[src/rtl/clock1_pkg.sv]
// Shared opcode/funct encodings and the ALU operation type for the clock1 execute stage.
package clock1_pkg;

    localparam logic [5:0] OP_RTYPE = 6'h00;
    localparam logic [5:0] OP_J     = 6'h02;
    localparam logic [5:0] OP_JAL   = 6'h03;
    localparam logic [5:0] OP_BEQ   = 6'h04;
    localparam logic [5:0] OP_BNE   = 6'h05;
    localparam logic [5:0] OP_ADDI  = 6'h08;
    localparam logic [5:0] OP_ADDIU = 6'h09;
    localparam logic [5:0] OP_SLTI  = 6'h0A;
    localparam logic [5:0] OP_SLTIU = 6'h0B;
    localparam logic [5:0] OP_ANDI  = 6'h0C;
    localparam logic [5:0] OP_ORI   = 6'h0D;
    localparam logic [5:0] OP_XORI  = 6'h0E;
    localparam logic [5:0] OP_LUI   = 6'h0F;
    localparam logic [5:0] OP_LW    = 6'h23;
    localparam logic [5:0] OP_SW    = 6'h2B;

    localparam logic [5:0] FN_SLL  = 6'h00;
    localparam logic [5:0] FN_SRL  = 6'h02;
    localparam logic [5:0] FN_SRA  = 6'h03;
    localparam logic [5:0] FN_SLLV = 6'h04;
    localparam logic [5:0] FN_SRLV = 6'h06;
    localparam logic [5:0] FN_SRAV = 6'h07;
    localparam logic [5:0] FN_JR   = 6'h08;
    localparam logic [5:0] FN_ADD  = 6'h20;
    localparam logic [5:0] FN_ADDU = 6'h21;
    localparam logic [5:0] FN_SUB  = 6'h22;
    localparam logic [5:0] FN_SUBU = 6'h23;
    localparam logic [5:0] FN_AND  = 6'h24;
    localparam logic [5:0] FN_OR   = 6'h25;
    localparam logic [5:0] FN_XOR  = 6'h26;
    localparam logic [5:0] FN_NOR  = 6'h27;
    localparam logic [5:0] FN_SLT  = 6'h2A;
    localparam logic [5:0] FN_SLTU = 6'h2B;

    typedef enum logic [3:0] {
        ALU_ZERO,
        ALU_ADD,
        ALU_SUB,
        ALU_AND,
        ALU_OR,
        ALU_XOR,
        ALU_NOR,
        ALU_SLT,
        ALU_SLTU,
        ALU_PASSB,
        ALU_SLL,
        ALU_SRL,
        ALU_SRA,
        ALU_SLLV,
        ALU_SRLV,
        ALU_SRAV
    } alu_op_t;

endpackage

[src/rtl/clock1_alu.sv]
// Combinational ALU for clock1; the barrel shifter exists only when CLOCK1_SHIFT_EN is defined.
module clock1_alu
    import clock1_pkg::*;
(
    input  logic [31:0] a,
    input  logic [31:0] b,
    input  logic [4:0]  shamt,
    input  alu_op_t     op,
    output logic [31:0] result
);

`ifndef CLOCK1_SHIFT_EN
    logic unused_shamt;
    assign unused_shamt = ^shamt;
`endif

    always_comb begin
        result = 32'h0;
        case (op)
            ALU_ADD:   result = a + b;
            ALU_SUB:   result = a - b;
            ALU_AND:   result = a & b;
            ALU_OR:    result = a | b;
            ALU_XOR:   result = a ^ b;
            ALU_NOR:   result = ~(a | b);
            ALU_SLT:   result = {31'h0, $signed(a) < $signed(b)};
            ALU_SLTU:  result = {31'h0, a < b};
            ALU_PASSB: result = b;
`ifdef CLOCK1_SHIFT_EN
            ALU_SLL:   result = b << shamt;
            ALU_SRL:   result = b >> shamt;
            ALU_SRA:   result = $unsigned($signed(b) >>> shamt);
            ALU_SLLV:  result = b << a[4:0];
            ALU_SRLV:  result = b >> a[4:0];
            ALU_SRAV:  result = $unsigned($signed(b) >>> a[4:0]);
`endif
            default:   result = 32'h0;
        endcase
    end

endmodule

[src/rtl/clock1.sv]
// MIPS execute stage: decode, ALU, branch/jump resolution, registered Result/newPC.
// Optional shift functs are enabled with the CLOCK1_SHIFT_EN macro.
module clock1
    import clock1_pkg::*;
(
    input  logic        CLK,
    input  logic        RST,
    input  logic [31:0] Ins,
    input  logic [31:0] Rdata1,
    input  logic [31:0] Rdata2,
    input  logic [31:0] Ed32,
    input  logic [31:0] nextPC,
    output logic [31:0] Result,
    output logic [31:0] newPC
);

    logic [5:0]  op;
    logic [5:0]  funct;
    logic [4:0]  shamt;
    alu_op_t     alu_op;
    logic [31:0] alu_b;
    logic [31:0] alu_y;
    logic [31:0] pc_d;
    logic [31:0] br_target;
    logic [31:0] j_target;
    logic        unused_regs;

    assign op        = Ins[31:26];
    assign funct     = Ins[5:0];
    assign shamt     = Ins[10:6];
    assign unused_regs = ^Ins[25:16];
    assign br_target = nextPC + {Ed32[29:0], 2'b00};
    assign j_target  = {nextPC[31:28], Ins[25:0], 2'b00};

    always_comb begin
        alu_op = ALU_ZERO;
        alu_b  = Rdata2;
        pc_d   = nextPC;
        case (op)
            OP_RTYPE: begin
                case (funct)
                    FN_ADD, FN_ADDU: alu_op = ALU_ADD;
                    FN_SUB, FN_SUBU: alu_op = ALU_SUB;
                    FN_AND:  alu_op = ALU_AND;
                    FN_OR:   alu_op = ALU_OR;
                    FN_XOR:  alu_op = ALU_XOR;
                    FN_NOR:  alu_op = ALU_NOR;
                    FN_SLT:  alu_op = ALU_SLT;
                    FN_SLTU: alu_op = ALU_SLTU;
`ifdef CLOCK1_SHIFT_EN
                    FN_SLL:  alu_op = ALU_SLL;
                    FN_SRL:  alu_op = ALU_SRL;
                    FN_SRA:  alu_op = ALU_SRA;
                    FN_SLLV: alu_op = ALU_SLLV;
                    FN_SRLV: alu_op = ALU_SRLV;
                    FN_SRAV: alu_op = ALU_SRAV;
`endif
                    FN_JR:   pc_d   = Rdata1;
                    default: alu_op = ALU_ZERO;
                endcase
            end
            OP_ADDI, OP_ADDIU, OP_LW, OP_SW: begin
                alu_op = ALU_ADD;
                alu_b  = Ed32;
            end
            OP_SLTI: begin
                alu_op = ALU_SLT;
                alu_b  = Ed32;
            end
            OP_SLTIU: begin
                alu_op = ALU_SLTU;
                alu_b  = Ed32;
            end
            // Logical immediates zero-extend rather than use the sign-extended operand.
            OP_ANDI: begin
                alu_op = ALU_AND;
                alu_b  = {16'h0, Ins[15:0]};
            end
            OP_ORI: begin
                alu_op = ALU_OR;
                alu_b  = {16'h0, Ins[15:0]};
            end
            OP_XORI: begin
                alu_op = ALU_XOR;
                alu_b  = {16'h0, Ins[15:0]};
            end
            OP_LUI: begin
                alu_op = ALU_PASSB;
                alu_b  = {Ins[15:0], 16'h0};
            end
            OP_BEQ: begin
                alu_op = ALU_SUB;
                if (Rdata1 == Rdata2) pc_d = br_target;
            end
            OP_BNE: begin
                alu_op = ALU_SUB;
                if (Rdata1 != Rdata2) pc_d = br_target;
            end
            OP_J: pc_d = j_target;
            // Link value travels through the ALU as a pass-through of nextPC.
            OP_JAL: begin
                alu_op = ALU_PASSB;
                alu_b  = nextPC;
                pc_d   = j_target;
            end
            default: alu_op = ALU_ZERO;
        endcase
    end

    clock1_alu u_alu (
        .a      (Rdata1),
        .b      (alu_b),
        .shamt  (shamt),
        .op     (alu_op),
        .result (alu_y)
    );

    always_ff @(posedge CLK or negedge RST) begin
        if (!RST) begin
            Result <= 32'h0;
            newPC  <= 32'h0;
        end else begin
            Result <= alu_y;
            newPC  <= pc_d;
        end
    end

endmodule

[config.mk]
export PLATFORM = sky130hd
export DESIGN_NAME = clock1
export DESIGN_NICKNAME = d
export VERILOG_FILES = /design/src/rtl/clock1_pkg.sv /design/src/rtl/clock1_alu.sv /design/src/rtl/clock1.sv
export SDC_FILE = /design/constraint.sdc
export NUM_CORES = 1
export LEC_CHECK = 0
export CORE_MARGIN = 5
export CORE_UTILIZATION = 35
export DETAILED_ROUTE_END_ITERATION = 8
export PLACE_DENSITY = 0.59
export SLEW_MARGIN = 10
export SYNTH_ARGS = -nofsm -noshare
export SYNTH_HDL_FRONTEND = slang
export SYNTH_SLANG_ARGS = --single-unit
[constraint.sdc]
create_clock -name CLK -period 0.8 [get_ports CLK]
set_clock_uncertainty 0.05 [all_clocks]
set_input_delay 0.12 -clock CLK [delete_from_list [all_inputs] [get_ports CLK]]
set_output_delay 0.12 -clock CLK [all_outputs]
set_load 0.01 [all_outputs]
==> qor.txt, run 1 <==
run status: finished, violations left
failing checks: design-rule violations, negative setup slack
placed cell areas: 18700 sq um
Net Count, Synth: 1784
Peak Freq: 0.268 GHz
initial antenna violation count: 0
Final Hold Vio Count: 0
max-slew headroom at the worst pin: 0.652
Final nets: 2731
post-route insts no fill: 2842
post-detail-place hpwl: 51600 microns
clk root buf: clkbuf_16
CP max FO: 8
Sink Count: 64
Vias per Instance: 5.79
Period minus WS final: 3.73 ns
CP Capture Type: flop
total CTS buffers: 9
EDFF count, synth: 0
Post-synth ARST share: 1.00
top-area cell type share of the netlist area: 0.146
CTS tree: done
synth warn: 0
crit path DAT: 3.90 ns
Starting Density: 0.356
ANT nets after route: 0
# DRC: 1
post-synthesis sequential element count: 64
required time of the critical path: 0.98 ns
row count: 64
vias in the first global route: 16623
ant diodes: 0
IO Pins: 226
ranking of synthesized cells by area: dfrtp_1 (15%), ha_1 (14%), a21oi_1 (6.3%)
most frequent cells in the layout: buf_4 (650), buf_6 (149), nand2_1 (146)
fin area: 22500 sq um
switching pwr: 10.3 mW
die width: 187 microns
Post-Syn Instances: 1494
Synth Area per Inst: 7.32 sq um
DRT iter0 DRCs: 1632
crit start category: primary input
gp weighted congestion: 0.990
period utilisation layout: 4.66
hold crit path type: in2reg
Via Count: 16443
H-tree Lvls: 3
cell taking the most area after synthesis: dfrtp_1
first-pass GRT wire length: 100000 microns
Reg power frac: 0.152
Fin Hold WS: 0.0848 ns
GR Overflow Total: 0
Die Y-Extent: 187 microns
CORE AREA: 30700 sq um
Inst Count DP: 2656
Clk pin slew, worst setup/hold paths: 0.07 ns
commonest non-fill, non-tap cell in the layout: buf_4
Max clock buf depth: 2
Layout area overhead: 106%
filler instances: 2318
register area share after synthesis: 0.146
Worst Setup Path Type: in2reg
Yosys cell types: 84
pre-CTS setup slack: -3.78 ns
worst-margin pin slew: 0.523 ns
DR WL/cell: 24.0 microns
unrepaired setup endpoints after global routing: yes
internal power: 14.5 mW
number of max-cap violations: 0
Final Max Tran Viols: 0
Worst VDD drop: 1.13 mV
P_leak: 10.6 nW
layout cells sized above 1: 0.532
largest net degree at the start of global routing: 37
Sw Share: 0.415
Power per Cell Area: 1100 nW/um^2
die area: 34900 sq um
Routed WL: 68300 microns
DRT Pass-1 Iters: 9
endpoints failing setup: 128
Clock power frac: 0.176
post-synthesis cell area: 10900 sq um
worst hold path depth: 3
All-Layer GR Usage: 0.367
Final Worst Setup Slack: -2.93 ns
Comb pwr share: 0.672
IO buf count: 225
Primary FF master, synth: dfrtp_1
## through the flow
stage	total power, mW	utilization	TNS [ns]
2_1_floorplan	9.64	-	-123.62
3_3_place_gp	16.9	0.607	-189.29
3_5_place_dp	17.0	0.607	-191.28
4_1_cts	23.2	0.704	-134.59
5_1_grt	25.9	0.733	-150.19
6_report	24.8	0.733	-143.73
## flip-flops by register name (all words and copies together) (netlist names)
| signal | flops |
|---|---|
| Result | 32 |
| newPC | 32 |
## power by group through the flow
| stage | Combinational [mW] | Clock [mW] | Sequential, mW |
|---|---|---|---|
| after floorplan | 5.63 | 0 | 4.01 |
| after detailed placement | 13.2 | 0 | 3.79 |
| after global placement | 13.1 | 0 | 3.79 |
| after global routing | 17.5 | 4.55 | 3.81 |
| after CTS | 15.1 | 4.38 | 3.75 |
| final | 16.7 | 4.37 | 3.77 |
## cell type report
cell class / count / area [sq um] / share of cell area
inverter: 111 / 419 / 0.0186
multi-input combinational: 1230 / 10800 / 0.479
clock buffer: 11 / 243 / 0.0108
sequential: 64 / 1600 / 0.0710
tap: 396 / 495 / 0.0220
clock inverter: 5 / 56.3 / 0.00250
timing repair buffer: 1025 / 8930 / 0.396
## what timing repair did
item / CTS / global route
cloned: 9 / 0
hold buffers: 1 / 0
pin swaps: 204 / 154
endpoints found under the hold margin: 64 / 0
setup buffers: 139 / 51
gates resized for setup: 981 / 193
setup endpoints to repair: 128 / 128
## cells by family after synthesis
group                      synth area share
AOI/OAI and AO/OA                     0.351
and+or+nand+nor                       0.199
buffers and inverters                0.0746
adders and majority gates             0.148
xor gates and xnor gates             0.0688
DFF                                   0.146
muxes                                0.0120
## worst max-delay path, stage by stage
cell and delay, ns:
buf_6 0.09, or4_4 0.56, nor2_4 0.12, buf_12 0.14
buf_4 0.12, nand2_4 0.05, nand4_1 0.17, ha_2 0.23
inv_2 0.04, fa_2 0.40, nor2b_4 0.14, o211ai_1 0.24
a21oi_2 0.11, buf_4 0.15, o211ai_1 0.31, nand2_2 0.17
a211oi_4 0.33, o21ai_1 0.09, a22oi_1 0.17, o211ai_1 0.11
## Yosys cell counts (all sizes together) (11+ instances only)
library cell and instances:
nand4 28, xnor2 42, a31oi 11, buf 27, a211oi 13, nand2b 13
a21oi 138, nor4 11, o21bai 26, a22o 13, a22oi 32, nand3 30
nand2 176, inv 111, a222oi 19, o21ai 100, nor3 27, a221o 29
a21o 33, mux2i 12, and3 12, ha 125, nor2 95, xor2 44
nor2b 14, clkbuf 62, o211ai 26, dfrtp 64
## worst paths after layout
| kind | startpoint | to | slack (ns) |
|---|---|---|---|
| setup / recovery | Ins[29] | Result[12]$_DFF_PN0_ | -2.93 |
| hold / removal | nextPC[8] | newPC[8]$_DFF_PN0_ | 0.08 |
| max in group asynchronous | RST | Result[31]$_DFF_PN0_ | 0.23 |
| min in group asynchronous | RST | newPC[5]$_DFF_PN0_ | 0.21 |
## per-layer routing
metal / wire, microns / GRT usage / vias up
li1: - / - / 7426
met1: 28300 / 0.493 / 7891
met2: 30500 / 0.576 / 919
met3: 5540 / 0.0510 / 207
met4: 4010 / 0.188 / 0
met5: 0 / 0 / -
No activity file was read; power rests on OpenSTA's default activity.
==> inputs of run 2 (changes only) <==
--- a/config.mk
+++ b/config.mk
@@ -9,6 +9,7 @@
 export CORE_UTILIZATION = 35
 export DETAILED_ROUTE_END_ITERATION = 8
 export PLACE_DENSITY = 0.59
+export REMOVE_ABC_BUFFERS = 1
 export SLEW_MARGIN = 10
 export SYNTH_ARGS = -nofsm -noshare
 export SYNTH_HDL_FRONTEND = slang
==> qor.txt, run 2 (synthesis gave the netlist of run 1 again) <==
run status: finished, violations left
failing checks: negative setup slack
period utilisation layout: 4.56
ANT nets after route: 0
CTS tree: done
commonest non-fill, non-tap cell in the layout: buf_4
vias in the first global route: 15727
CORE AREA: 30700 sq um
row count: 64
Final Hold Vio Count: 0
Worst path slowest cell: or4_4
CP max FO: 8
IO Pins: 226
P_leak: 10.2 nW
DR WL/cell: 23.5 microns
top flop regs: Result x32, newPC x32
first-pass GRT wire length: 96400 microns
GR peak layer: met2
max-slew headroom at the worst pin: 0.620
Max clock buf depth: 2
number of max-cap violations: 0
H-tree Lvls: 3
Starting Density: 0.356
initial antenna violation count: 2
largest net degree at the start of global routing: 39
unrepaired setup endpoints after global routing: yes
Worst VDD drop: 1.09 mV
Final Max Tran Viols: 0
met3 Resource Use GR: 0.0482
CP Capture Type: flop
die width: 187 microns
Die Y-Extent: 187 microns
total CTS buffers: 9
hold crit path type: in2reg
endpoints failing setup: 128
clk root buf: clkbuf_16
crit start category: primary input
GR Overflow Total: 0
Final Worst Setup Slack: -2.85 ns
layout cells sized above 1: 0.510
DRT Pass-1 Iters: 6
die area: 34900 sq um
Clk pin slew, worst setup/hold paths: 0.07 ns
crit path DAT: 3.83 ns
filler instances: 2476
Peak Freq: 0.274 GHz
cells along the critical path: buf_8, or4_4, nor2_4, buf_12, buf_6, nand2_4, nand4_1, inv_2, ha_4, inv_4, a21oi_4, o31ai_4, a221oi_2, buf_4, a2111oi_4, o211ai_1, buf_4, and3_4, o32ai_2, o211ai_1
Final nets: 2696
met2 Resource Use GR: 0.571
required time of the critical path: 0.98 ns
Power per Cell Area: 1100 nW/um^2
Routed WL: 65900 microns
Period minus WS final: 3.65 ns
# DRC: 0
Fin Hold WS: 0.0980 ns
Sink Count: 64
post-detail-place hpwl: 51200 microns
DRT iter0 DRCs: 1759
Layout area overhead: 98.5%
Critical path buffers and inverters: 7
CP max stage delay: 0.55 ns
most frequent cells in the layout: buf_4 (635), nand2_1 (156), buf_6 (141)
Final Util: 0.706
met1 usage: 0.490
pre-CTS setup slack: -3.93 ns
IO buf count: 225
ant diodes: 0
Worst Setup Path Type: in2reg
Via Count: 16073
Vias per Instance: 5.73
gp weighted congestion: 1.00
All-Layer GR Usage: 0.354
worst-margin pin slew: 0.565 ns
CP top delay family: compound AO/OA/AOI/OAI gates
## run 2: changes by cell type in the layout (fill, tap and decap cells not counted), moves of 6 or more
cell / change
a21oi_1: +11
a21oi_4: -9
buf_4: -15
buf_6: -8
buf_8: -6
clkbuf_2: +18
clkdlybuf4s15_2: -10
ha_2: -11
ha_4: +7
nand2_1: +10
o21ai_0: +11
o21ai_2: -6
## run 2: what timing repair did
| action | CTS | global route |
|---|---|---|
| buffers inserted | 87 | 59 |
| endpoints found under the setup margin | 128 | 128 |
| gates cloned | 3 | 1 |
| hold buffers | 1 | 0 |
| gates resized for setup | 944 | 232 |
| endpoints found under the hold margin | 64 | 0 |
| pin swaps | 186 | 180 |
## run 2: area by class of cell
| type | instances | area (sq um) | share of cell area |
|---|---|---|---|
| flip-flops and latches | 64 | 1600 | 0.0737 |
| clock buffers | 15 | 268 | 0.0123 |
| multi-input cells | 1230 | 10600 | 0.487 |
| repair buffers | 990 | 8340 | 0.384 |
| well taps | 396 | 495 | 0.0228 |
| inverters | 111 | 428 | 0.0197 |
## run 2: path summary, 6_finish.rpt
check	cells past startpoint	slack, ns	from	endpoint
max	20	-2.85	Ins[28]	Result[27]$_DFF_PN0_
min	4	0.1	nextPC[2]	Result[2]$_DFF_PN0_
max in group asynchronous	3	0.16	RST	Result[25]$_DFF_PN0_
min in group asynchronous	3	0.28	RST	newPC[9]$_DFF_PN0_
## run 2: through the flow
| stage | cells | area (sq um) | setup TNS, ns | power, mW |
|---|---|---|---|---|
| after floorplan | 1405 | 10500 | -171.33 | 9.07 |
| after global placement | 2657 | 18200 | -194.75 | 16.6 |
| after detailed placement | 2657 | 18200 | -195.69 | 16.6 |
| after CTS | 2757 | 20700 | -133.81 | 22.3 |
| after global routing | 2806 | 21700 | -142.55 | 25.0 |
| final | 2806 | 21700 | -136.09 | 23.8 |
## run 2: layer usage
layer	part of all wire	vias up
li1	-	7335
met1	0.44	7816
met2	0.45	762
met3	0.069	156
met4	0.041	4
met5	0.00032	-
## run 2: report_power, final
group | internal, mW | switching [mW]
Combinational | 8.13 | 7.99
Sequential | 3.63 | 0.142
Clock | 2.26 | 1.68
Total | 14.0 | 9.81
